File: src/rtl/i2c_slave_frame_ctrl_pkg.sv
// Shared types and constants for the NITTA I2C slave frame sequencer.
package i2c_slave_frame_ctrl_pkg;

  typedef enum logic [2:0] {
    ST_IDLE,
    ST_ADDR,
    ST_ADDR_ACK,
    ST_RX,
    ST_RX_ACK,
    ST_TX,
    ST_TX_ACK,
    ST_IGNORE
  } state_t;

  localparam logic       I2C_ACK           = 1'b0;
  localparam logic [6:0] GENERAL_CALL_ADDR = 7'h00;

endpackage

File: src/rtl/i2c_slave_frame_ctrl_bus_cond_detect.sv
// Bus condition decoder: registers SCL/SDA and emits START, STOP and SCL edge pulses.
module i2c_bus_cond_detect (
  input  logic i_clk,
  input  logic i_rst,
  input  logic i_scl,
  input  logic i_sda,
  output logic o_start,
  output logic o_stop,
  output logic o_scl_rise,
  output logic o_scl_fall
);

  logic r_scl_q;
  logic r_sda_q;

  // Reset to the idle bus level so leaving reset does not fake an edge.
  always_ff @(posedge i_clk) begin
    if (!i_rst) begin
      r_scl_q <= 1'b1;
      r_sda_q <= 1'b1;
    end else begin
      r_scl_q <= i_scl;
      r_sda_q <= i_sda;
    end
  end

  assign o_start    = i_scl & r_scl_q & r_sda_q & ~i_sda;
  assign o_stop     = i_scl & r_scl_q & ~r_sda_q & i_sda;
  assign o_scl_rise = i_scl & ~r_scl_q;
  assign o_scl_fall = ~i_scl & r_scl_q;

endmodule

File: src/rtl/i2c_slave_frame_ctrl.sv
// I2C slave frame sequencer: START/STOP decode, address/ACK/data FSM, ping-pong swap.
// Optional feature macro: I2C_GENERAL_CALL_EN (also ACK general-call writes).
module i2c_slave_frame_ctrl
  import i2c_slave_frame_ctrl_pkg::*;
#(
  parameter int                        I2C_DATA_WIDTH = 8,
  parameter logic [I2C_DATA_WIDTH-2:0] ADDRES_DEVICE  = 7'h47,
  parameter int                        WORD_BYTES     = 4,
  parameter int                        SIZE_WORDS     = 2,
  parameter int                        CNT_WIDTH      = 8
) (
  input  logic                      i_clk,
  input  logic                      i_rst,
  input  logic                      i_scl,
  input  logic                      i_sda_in,
  output logic                      o_sda_oe,
  input  logic                      i_signal_cycle,
  output logic [I2C_DATA_WIDTH-1:0] o_rx_byte,
  output logic                      o_rx_valid,
  input  logic [I2C_DATA_WIDTH-1:0] i_tx_byte,
  output logic                      o_tx_req,
  output logic                      o_buf_sel,
  output logic                      o_busy,
  output logic                      o_frame_done,
  output logic                      o_frame_invalid
);

  localparam int                   BW          = $clog2(I2C_DATA_WIDTH);
  localparam logic [BW-1:0]        LAST_BIT    = BW'(I2C_DATA_WIDTH - 1);
  localparam logic [CNT_WIDTH-1:0] FRAME_BYTES = CNT_WIDTH'(SIZE_WORDS * WORD_BYTES);

  logic w_start, w_stop, w_rise, w_fall;

  i2c_bus_cond_detect u_cond (
    .i_clk      (i_clk),
    .i_rst      (i_rst),
    .i_scl      (i_scl),
    .i_sda      (i_sda_in),
    .o_start    (w_start),
    .o_stop     (w_stop),
    .o_scl_rise (w_rise),
    .o_scl_fall (w_fall)
  );

  state_t                    r_state, w_state_nx;
  logic [BW-1:0]             r_bit_cnt, w_bit_cnt_nx;
  logic [I2C_DATA_WIDTH-2:0] r_shreg, w_shreg_nx;
  logic [I2C_DATA_WIDTH-2:0] r_tx_sh, w_tx_sh_nx;
  logic [CNT_WIDTH-1:0]      r_byte_cnt, w_byte_cnt_nx;
  logic [I2C_DATA_WIDTH-1:0] r_rx_byte, w_rx_byte_nx;
  logic                      r_rw, w_rw_nx;
  logic                      r_phase, w_phase_nx;
  logic                      r_busy, w_busy_nx;
  logic                      r_sda_oe, w_sda_oe_nx;
  logic                      r_rx_valid, w_rx_valid_nx;
  logic                      r_tx_req, w_tx_req_nx;
  logic                      r_frame_done, w_frame_done_nx;
  logic                      r_frame_inv, w_frame_inv_nx;
  logic                      r_buf_sel, w_buf_sel_nx;
  logic                      r_swap_pend, w_swap_pend_nx;
  logic [I2C_DATA_WIDTH-1:0] w_byte_in;
  logic                      w_last_bit;

  assign w_byte_in  = {r_shreg, i_sda_in};
  assign w_last_bit = (r_bit_cnt == LAST_BIT);

  function automatic logic addr_hit(input logic [I2C_DATA_WIDTH-1:0] b);
    logic hit;
    hit = (b[I2C_DATA_WIDTH-1:1] == ADDRES_DEVICE);
`ifdef I2C_GENERAL_CALL_EN
    if ((b[I2C_DATA_WIDTH-1:1] == (I2C_DATA_WIDTH-1)'(GENERAL_CALL_ADDR)) && !b[0])
      hit = 1'b1;
`endif
    return hit;
  endfunction

  // r_phase marks the second half of an ACK slot (ACK driven / master ACK seen)
  // and, in TX, that all data bits have been clocked out.
  always_comb begin
    w_state_nx      = r_state;
    w_bit_cnt_nx    = r_bit_cnt;
    w_shreg_nx      = r_shreg;
    w_tx_sh_nx      = r_tx_sh;
    w_byte_cnt_nx   = r_byte_cnt;
    w_rx_byte_nx    = r_rx_byte;
    w_rw_nx         = r_rw;
    w_phase_nx      = r_phase;
    w_busy_nx       = r_busy;
    w_sda_oe_nx     = r_sda_oe;
    w_rx_valid_nx   = 1'b0;
    w_tx_req_nx     = 1'b0;
    w_frame_done_nx = 1'b0;
    w_frame_inv_nx  = r_frame_inv;
    w_buf_sel_nx    = r_buf_sel;
    w_swap_pend_nx  = r_swap_pend;

    if (w_stop) begin
      w_state_nx   = ST_IDLE;
      w_sda_oe_nx  = 1'b0;
      w_phase_nx   = 1'b0;
      w_bit_cnt_nx = '0;
      w_busy_nx    = 1'b0;
      if (r_busy) begin
        w_frame_done_nx = 1'b1;
        w_frame_inv_nx  = !r_rw && (r_byte_cnt != FRAME_BYTES);
      end
    end else if (w_start) begin
      w_state_nx   = ST_ADDR;
      w_bit_cnt_nx = '0;
      w_shreg_nx   = '0;
      w_sda_oe_nx  = 1'b0;
      w_phase_nx   = 1'b0;
      if (r_state == ST_IDLE) w_byte_cnt_nx = '0;
    end else begin
      case (r_state)
        ST_ADDR: if (w_rise) begin
          w_shreg_nx   = w_byte_in[I2C_DATA_WIDTH-2:0];
          w_bit_cnt_nx = r_bit_cnt + 1'b1;
          if (w_last_bit) begin
            w_bit_cnt_nx = '0;
            if (addr_hit(w_byte_in)) begin
              w_state_nx = ST_ADDR_ACK;
              w_rw_nx    = w_byte_in[0];
              w_busy_nx  = 1'b1;
            end else begin
              w_state_nx = ST_IGNORE;
            end
          end
        end
        ST_ADDR_ACK: if (w_fall) begin
          if (!r_phase) begin
            w_sda_oe_nx = 1'b1;
            w_phase_nx  = 1'b1;
            w_tx_req_nx = r_rw;
          end else begin
            w_phase_nx   = 1'b0;
            w_bit_cnt_nx = '0;
            if (r_rw) begin
              w_state_nx  = ST_TX;
              w_tx_sh_nx  = i_tx_byte[I2C_DATA_WIDTH-2:0];
              w_sda_oe_nx = !i_tx_byte[I2C_DATA_WIDTH-1];
            end else begin
              w_state_nx  = ST_RX;
              w_sda_oe_nx = 1'b0;
            end
          end
        end
        ST_RX: if (w_rise) begin
          w_shreg_nx   = w_byte_in[I2C_DATA_WIDTH-2:0];
          w_bit_cnt_nx = r_bit_cnt + 1'b1;
          if (w_last_bit) begin
            w_bit_cnt_nx  = '0;
            w_rx_byte_nx  = w_byte_in;
            w_rx_valid_nx = 1'b1;
            w_state_nx    = ST_RX_ACK;
            if (r_byte_cnt != {CNT_WIDTH{1'b1}}) w_byte_cnt_nx = r_byte_cnt + 1'b1;
          end
        end
        ST_RX_ACK: if (w_fall) begin
          if (!r_phase) begin
            w_sda_oe_nx = 1'b1;
            w_phase_nx  = 1'b1;
          end else begin
            w_sda_oe_nx = 1'b0;
            w_phase_nx  = 1'b0;
            w_state_nx  = ST_RX;
          end
        end
        ST_TX: begin
          if (w_rise) begin
            w_bit_cnt_nx = r_bit_cnt + 1'b1;
            if (w_last_bit) begin
              w_bit_cnt_nx = '0;
              w_phase_nx   = 1'b1;
            end
          end else if (w_fall) begin
            if (r_phase) begin
              w_sda_oe_nx = 1'b0;
              w_phase_nx  = 1'b0;
              w_state_nx  = ST_TX_ACK;
            end else begin
              w_sda_oe_nx = !r_tx_sh[I2C_DATA_WIDTH-2];
              w_tx_sh_nx  = {r_tx_sh[I2C_DATA_WIDTH-3:0], 1'b0};
            end
          end
        end
        ST_TX_ACK: begin
          if (w_rise) begin
            if (i_sda_in == I2C_ACK) begin
              w_tx_req_nx = 1'b1;
              w_phase_nx  = 1'b1;
            end else begin
              w_state_nx = ST_IGNORE;
            end
          end else if (w_fall && r_phase) begin
            w_phase_nx   = 1'b0;
            w_bit_cnt_nx = '0;
            w_state_nx   = ST_TX;
            w_tx_sh_nx   = i_tx_byte[I2C_DATA_WIDTH-2:0];
            w_sda_oe_nx  = !i_tx_byte[I2C_DATA_WIDTH-1];
          end
        end
        ST_IGNORE: w_sda_oe_nx = 1'b0;
        default: ;
      endcase
    end

    // Swap only while the registered state is IDLE, so a cycle request that
    // lands on the STOP clock is applied one clock after IDLE entry.
    if ((r_state == ST_IDLE) && (i_signal_cycle || r_swap_pend)) begin
      w_buf_sel_nx   = !r_buf_sel;
      w_swap_pend_nx = 1'b0;
    end else if (r_busy && i_signal_cycle) begin
      w_swap_pend_nx = 1'b1;
    end
  end

  always_ff @(posedge i_clk) begin
    if (!i_rst) begin
      r_state      <= ST_IDLE;
      r_bit_cnt    <= '0;
      r_shreg      <= '0;
      r_tx_sh      <= '0;
      r_byte_cnt   <= '0;
      r_rx_byte    <= '0;
      r_rw         <= 1'b0;
      r_phase      <= 1'b0;
      r_busy       <= 1'b0;
      r_sda_oe     <= 1'b0;
      r_rx_valid   <= 1'b0;
      r_tx_req     <= 1'b0;
      r_frame_done <= 1'b0;
      r_frame_inv  <= 1'b0;
      r_buf_sel    <= 1'b0;
      r_swap_pend  <= 1'b0;
    end else begin
      r_state      <= w_state_nx;
      r_bit_cnt    <= w_bit_cnt_nx;
      r_shreg      <= w_shreg_nx;
      r_tx_sh      <= w_tx_sh_nx;
      r_byte_cnt   <= w_byte_cnt_nx;
      r_rx_byte    <= w_rx_byte_nx;
      r_rw         <= w_rw_nx;
      r_phase      <= w_phase_nx;
      r_busy       <= w_busy_nx;
      r_sda_oe     <= w_sda_oe_nx;
      r_rx_valid   <= w_rx_valid_nx;
      r_tx_req     <= w_tx_req_nx;
      r_frame_done <= w_frame_done_nx;
      r_frame_inv  <= w_frame_inv_nx;
      r_buf_sel    <= w_buf_sel_nx;
      r_swap_pend  <= w_swap_pend_nx;
    end
  end

  assign o_sda_oe        = r_sda_oe;
  assign o_rx_byte       = r_rx_byte;
  assign o_rx_valid      = r_rx_valid;
  assign o_tx_req        = r_tx_req;
  assign o_buf_sel       = r_buf_sel;
  assign o_busy          = r_busy;
  assign o_frame_done    = r_frame_done;
  assign o_frame_invalid = r_frame_inv;

endmodule

File: config.mk
export PLATFORM = sky130hd
export DESIGN_NAME = i2c_slave_frame_ctrl
export DESIGN_NICKNAME = d
export VERILOG_FILES = /design/src/rtl/i2c_slave_frame_ctrl_pkg.sv /design/src/rtl/i2c_slave_frame_ctrl_bus_cond_detect.sv /design/src/rtl/i2c_slave_frame_ctrl.sv
export SDC_FILE = /design/constraint.sdc
export NUM_CORES = 1
export LEC_CHECK = 0
export ABC_AREA = 0
export CORE_ASPECT_RATIO = 1.4
export CORE_MARGIN = 2
export CORE_UTILIZATION = 40
export CTS_CLUSTER_SIZE = 40
export DETAILED_ROUTE_END_ITERATION = 10
export SETUP_SLACK_MARGIN = 0.5
export SLEW_MARGIN = 20
export SYNTH_ARGS = -nofsm -noshare
export SYNTH_HDL_FRONTEND = slang
export SYNTH_SLANG_ARGS = --single-unit
File: constraint.sdc
create_clock -name i_clk -period 4.7 [get_ports i_clk]
set_clock_uncertainty 0.15 [all_clocks]
set_input_delay 0.94 -clock i_clk [delete_from_list [all_inputs] [get_ports i_clk]]
set_output_delay 0.94 -clock i_clk [all_outputs]
set_load 0.05 [all_outputs]
---- Yosys cells after proc, flatten, opt, wreduce, memory -nomap -nowiden ----
Cells that the tools add are included.
W data, S select, Z words.
cells by class
  add/subtract/negate cells ............... 2
  eq/ne operators ......................... 47
  muxes and demuxes ....................... 68
  bitwise operators ....................... 16
  reductions and logical operators ........ 41
operators by type and width
  cell                   number
  $mux W7                11
  $mux W3                22
  $mux W8                6
  $ne A3 B2 Y1 const B   11
  $ne A2 B2 Y1 const B   14
  $reduce_and A14 Y1     2
  $reduce_and A6 Y1      4
  $mux W1                23
  $pmux W7 S3            1
  $pmux W3 S6            1
  $eq A3 B3 Y1 const B   5
  $reduce_and A11 Y1     1
  $reduce_and A5 Y1      2
  $reduce_bool A2 Y1     5
  $ne A3 B3 Y1 const B   3
  $not A1 Y1             9
  $pmux W3 S3            1
  $reduce_bool A3 Y1     3
  $add A8 B1 Y8 const B  1
  $ne A2 B1 Y1 const B   4
  $ne A8 B4 Y1 const B   1
  $ne A8 B8 Y1 const B   1
  $reduce_or A2 Y1       4
  $and A1 B1 Y1          7
  other kinds (22)       32
storage, ports and cells
  flip-flop bits (word level) ............. 48
  input bits .............................. 13
  output and inout port bits .............. 15

---- Longest topological paths before layout ----
  depth after elaboration ................. 7
  gate-level depth with buffers ........... 7

---- By module ----
Synthesis repeated with hierarchy kept, for this count alone.
unflattened totals
  cells, all modules ...................... 296
  area, all modules ....................... 2494.9 um^2
modules (own cells, without submodules)
  module                instances  cells an instance  area an instance (um^2)
  i2c_slave_frame_ctrl  1          288                2409.8
  i2c_bus_cond_detect   1          8                  85.1

---- Worst setup path after synthesis ----
Ideal clock, no wire load.
  path type ............................... input-to-reg
  start ................................... input port i_scl
  end ..................................... register r_state[1]
  arrival time ............................ 2050 ps
  required time ........................... 4425 ps
  path slack .............................. 2375 ps
  cell stages on the path ................. 6
  path buffers ............................ 1
  cells stage by stage .................... buf_2 nand2b_1 o221a_2 a21o_1 nor4b_2 nor3_1
on the way
  word-level cells in the longest chain between the ends .. 5
  elaborated cells on any way between the ends .. 21
RTL lines
  element                       RTL line                                    RTL
  start: declaration            i2c_slave_frame_ctrl.sv:14                  input logic i_scl,
  $not A1 Y1                    i2c_slave_frame_ctrl_bus_cond_detect.sv:30  assign o_scl_fall = ~i_scl & r_scl_q;
  $and A1 B1 Y1                 i2c_slave_frame_ctrl_bus_cond_detect.sv:30
  $logic_and A1 B1 Y1           i2c_slave_frame_ctrl.sv:195                 end else if (w_fall && r_phase) begin
  $ne A3 B2 Y1 (no line)        -
  $reduce_and A14 Y1 (no line)  -
  end signal: assignment        i2c_slave_frame_ctrl.sv:237                 r_state <= w_state_nx;
  end: declaration              i2c_slave_frame_ctrl.sv:45                  state_t r_state, w_state_nx;
Parallel ways exist; a longest one is shown, timed or not.
A chain may end at the register's enable or synchronous reset.

---- Worst setup path after layout ----
  start ................................... input port i_scl
  end ..................................... register r_byte_cnt[3]
on the way
  word-level cells in the longest chain between the ends .. 5
  elaborated cells on any way between the ends .. 14
RTL lines
  element                                               RTL line                                                                                RTL
  $and A1 B1 Y1                                         i2c_slave_frame_ctrl_bus_cond_detect.sv:27, i2c_slave_frame_ctrl_bus_cond_detect.sv:28
  $and A1 B1 Y1, on equally long branches (2 in a row)  i2c_slave_frame_ctrl_bus_cond_detect.sv:27, i2c_slave_frame_ctrl_bus_cond_detect.sv:28
  $ne A2 B2 Y1 (no line), or another cell as far along  -
  $reduce_and A6 Y1 (no line)                           -
  end signal: assignment                                i2c_slave_frame_ctrl.sv:241                                                             r_byte_cnt <= w_byte_cnt_nx;
  end: declaration                                      i2c_slave_frame_ctrl.sv:49                                                              logic [CNT_WIDTH-1:0] r_byte_cnt, w_byte_cnt_nx;
Parallel ways exist; a longest one is shown, timed or not.

==> reports/metrics.json <==
{
  "class_of_the_most_critical_setup_path": {"value": "in2reg"},
  "dpl.hpwl": {"value": 4030, "unit": "um"},
  "run_status": {"value": "finished clean"},
  "dpl_worst_slack": {"value": 1.36, "unit": "ns"},
  "final.setup.tns": {"value": 0, "unit": "ns"},
  "final_layout_size_suffix_gt1_share": {"value": 8.07, "unit": "%"},
  "report.final.slew_viol_count": {"value": 0},
  "drt_iter0_markers": {"value": 112},
  "clk-insertion-delay-late": {"value": 0.31, "unit": "ns"},
  "drt-pass1-iter-count": {"value": 4},
  "antenna_found_initial": {"value": 0},
  "syn_area_per_cell": {"value": 8.56, "unit": "sq um"},
  "cp.required": {"value": 4.80, "unit": "ns"},
  "fp.dieArea": {"value": 7290, "unit": "sq um"},
  "routed_wirelength": {"value": 5840, "unit": "um"},
  "worst_path_dominant_cell_family": {"value": "simple AND/OR/NAND/NOR gates"},
  "setup-violations-final": {"value": 0},
  "hold_viol": {"value": 0},
  "synth.ff_latch_count": {"value": 48},
  "synth.yosys.seq_area_share": {"value": 36.3, "unit": "%"},
  "final.setup.worst_slack": {"value": 1.70, "unit": "ns"},
  "final.period_utilization": {"value": 63.8, "unit": "%"},
  "core_area": {"value": 6480, "unit": "sq um"},
  "cp-start-kind": {"value": "primary input"},
  "grt_overflow": {"value": 0},
  "synth_async_reset_ratio": {"value": 0, "unit": "%"},
  "antenna_cells": {"value": 0},
  "first_pass_grt_wire_length": {"value": 9790, "unit": "um"},
  "cts_buffer_depth": {"value": 2},
  "max_stage_delay": {"value": 0.71, "unit": "ns"},
  "mapped_cell_area": {"value": 2640, "unit": "sq um"},
  "cts_h_tree_depth": {"value": 2},
  "number_of_buffers_added_on_ports": {"value": 27},
  "path_buf_inv": {"value": 1},
  "die_height": {"value": 100, "unit": "um"},
  "first_global_vias": {"value": 2010},
  "yosysWarningCount": {"value": 0},
  "rows": {"value": 35},
  "post_synth_inst_count": {"value": 309},
  "tightestPinTransition": {"value": 0.740, "unit": "ns"},
  "routed_via_density": {"value": 5.53},
  "post-cts-setup-buffers": {"value": 0},
  "max_cap_viol_count": {"value": 0},
  "ctsHoldBuffers": {"value": 0},
  "worstPathArrival": {"value": 3.10, "unit": "ns"},
  "p_leak": {"value": 1.08, "unit": "nW"},
  "mostFrequentLayoutCells": {"value": "nand2_1, dfxtp_1, clkdlybuf4s50_1, nand3_1, a21boi_0"},
  "layout_commonest_cell": {"value": "nand2_1"},
  "route.antenna.remaining_nets": {"value": 0},
  "final_nets": {"value": 338},
  "routabilityCongestion": {"value": 0.831},
  "fmax": {"value": 333, "unit": "MHz"},
  "syn2layout_area_growth": {"value": 14.2, "unit": "%"},
  "detail_route.wl_per_cell": {"value": 14.7, "unit": "um"},
  "final_design_utilization": {"value": 46.6, "unit": "%"},
  "number_of_vias_after_detailed_routing": {"value": 2191},
  "count_of_flip_flops_with_a_built_in_enable_after_synthesis": {"value": 0},
  "worst_slew_margin_rel": {"value": 50.6, "unit": "%"},
  "design.portCount": {"value": 28},
  "root_buf_cell": {"value": "clkbuf_8"},
  "ys_dominant_reg_cell": {"value": "dfxtp_1"},
  "crit_path_max_fanout": {"value": 17},
  "cts_made_buffers": {"value": 5},
  "nature_of_the_critical_path_endpoint": {"value": "flop"},
  "power.density": {"value": 257, "unit": "nW/um^2"},
  "min-delay-path-class": {"value": "reg2reg"},
  "grt_max_degree": {"value": 48},
  "peakVddDrop": {"value": 0.000149, "unit": "V"},
  "min_clock_period_post_route": {"value": 3.00, "unit": "ns"},
  "syn-num-nets": {"value": 326},
  "clk_pin_slew": {"value": 0.09, "unit": "ns"},
  "critical_path.cell_chain": {"value": "clkdlybuf4s50_1, and4bb_1, nand3_4, or4_1, a21boi_1"},
  "tritoncts": {"value": "yes"},
  "clkSinkCount": {"value": 48},
  "detailed_route_drc_error_count": {"value": 0},
  "post_cts_resized": {"value": 0},
  "slowest_stage": {"value": "clkdlybuf4s50_1"},
  "grt_setup_unrepaired": {"value": "false"},
  "synth_cell_types": {"value": 63},
  "starting_density_of_the_core": {"value": 40.8, "unit": "%"},
  "dieWidth": {"value": 72.7, "unit": "um"},
  "grt_use_total": {"value": 16.8, "unit": "%"}
}
## power by group
group          total, mW  leakage (nW)  switching [mW]  internal [mW]
combinational     0.0541         0.637          0.0296         0.0244
clock              0.308        0.0548           0.148          0.160
sequential         0.414         0.387         0.00509          0.409
total              0.776          1.08           0.183          0.594
## area by class of cell
class / count / area [sq um]
sequential: 48 / 961
clock inverter: 3 / 46.3
tap: 74 / 92.6
fill: 652 / 3460
inverter: 6 / 22.5
timing repair buffer: 28 / 278
multi-input combinational: 232 / 1550
clock buffer: 5 / 68.8
## cells in the mapped netlist, types with 3 or more instances
cell       n  area [sq um]
a21boi_0  16           120
a21oi_1   10          50.1
and2_1     5          31.3
and3_1     6          37.5
buf_2      7          35.0
clkbuf_1  11          41.3
dfxtp_1   48           961
ha_1       4          50.1
inv_1      6          22.5
mux2_2     6          67.6
mux2i_1   14           140
nand2_1   52           195
nand2b_1   9          56.3
nand3_1   17          85.1
nor2_1    12          45.0
nor2b_1    4          25.0
nor3_1    11          55.1
o21a_1     5          37.5
o21ai_0    7          35.0
o22ai_1    3          18.8
o31ai_1    4          30.0
## per-layer routing
layer / part of all wire (%) / wire [um] / vias to the layer above / global-route usage (%)
met2: 49 / 2860 / 30 / 27.5
met5: 0 / 0 / - / 0
met3: 3.0 / 173 / 7 / 2.71
met1: 47 / 2730 / 1028 / 22.3
li1: - / - / 1126 / -
met4: 1.4 / 80 / 0 / 5.41
## flip-flops by register name (all words and copies together), names as in the netlist, 3 cells and up
register and cells:
r_state 3, r_shreg 7, r_byte_cnt 8, r_bit_cnt 3
r_tx_sh 7, o_rx_byte 8
## stage by stage
step	power, mW	hold WS [ns]	instance area (sq um)	cells
after CTS	0.791	0.321	3020	396
final	0.776	0.311	3020	396
after detailed placement	0.478	0.303	2900	388
after global placement	0.477	0.294	2900	388
after global routing	0.809	0.335	3020	396
after floorplan	0.459	0.286	2640	309
## logic make-up after synthesis
kind of cell	after synthesis	synth area share (%)
buf+inv	29	5.06
flops	48	36.3
compound gates	66	18.2
xor+xnor	2	0.663
mux	20	7.86
fa+ha+maj	4	1.89
simple gates	140	30.0
## worst register-to-register path, cell delays in order, from the launching register on
cell	delay [ns]
dfxtp_1	0.81
nor2b_2	0.38
nand2_2	0.21
o32ai_4	0.35
nand4_4	0.23
mux2i_1	0.18
## final timing paths
| path | startpoint | depth (start not counted) | slack, ns | endpoint |
|---|---|---|---|---|
| worst max-delay path | i_scl | 5 | 1.70 | r_byte_cnt[3]$_SDFFE_PN0P_ |
| worst min-delay path | r_tx_sh[4]$_SDFFE_PN0P_ | 2 | 0.31 | r_tx_sh[4]$_SDFFE_PN0P_ |
| worst max register to register | r_state[2]$_SDFFE_PP0P_ | 5 | 2.28 | r_tx_sh[3]$_SDFFE_PN0P_ |
| worst min register to register | r_tx_sh[4]$_SDFFE_PN0P_ | 2 | 0.31 | r_tx_sh[4]$_SDFFE_PN0P_ |
No activity file was read; power rests on OpenSTA's default activity.
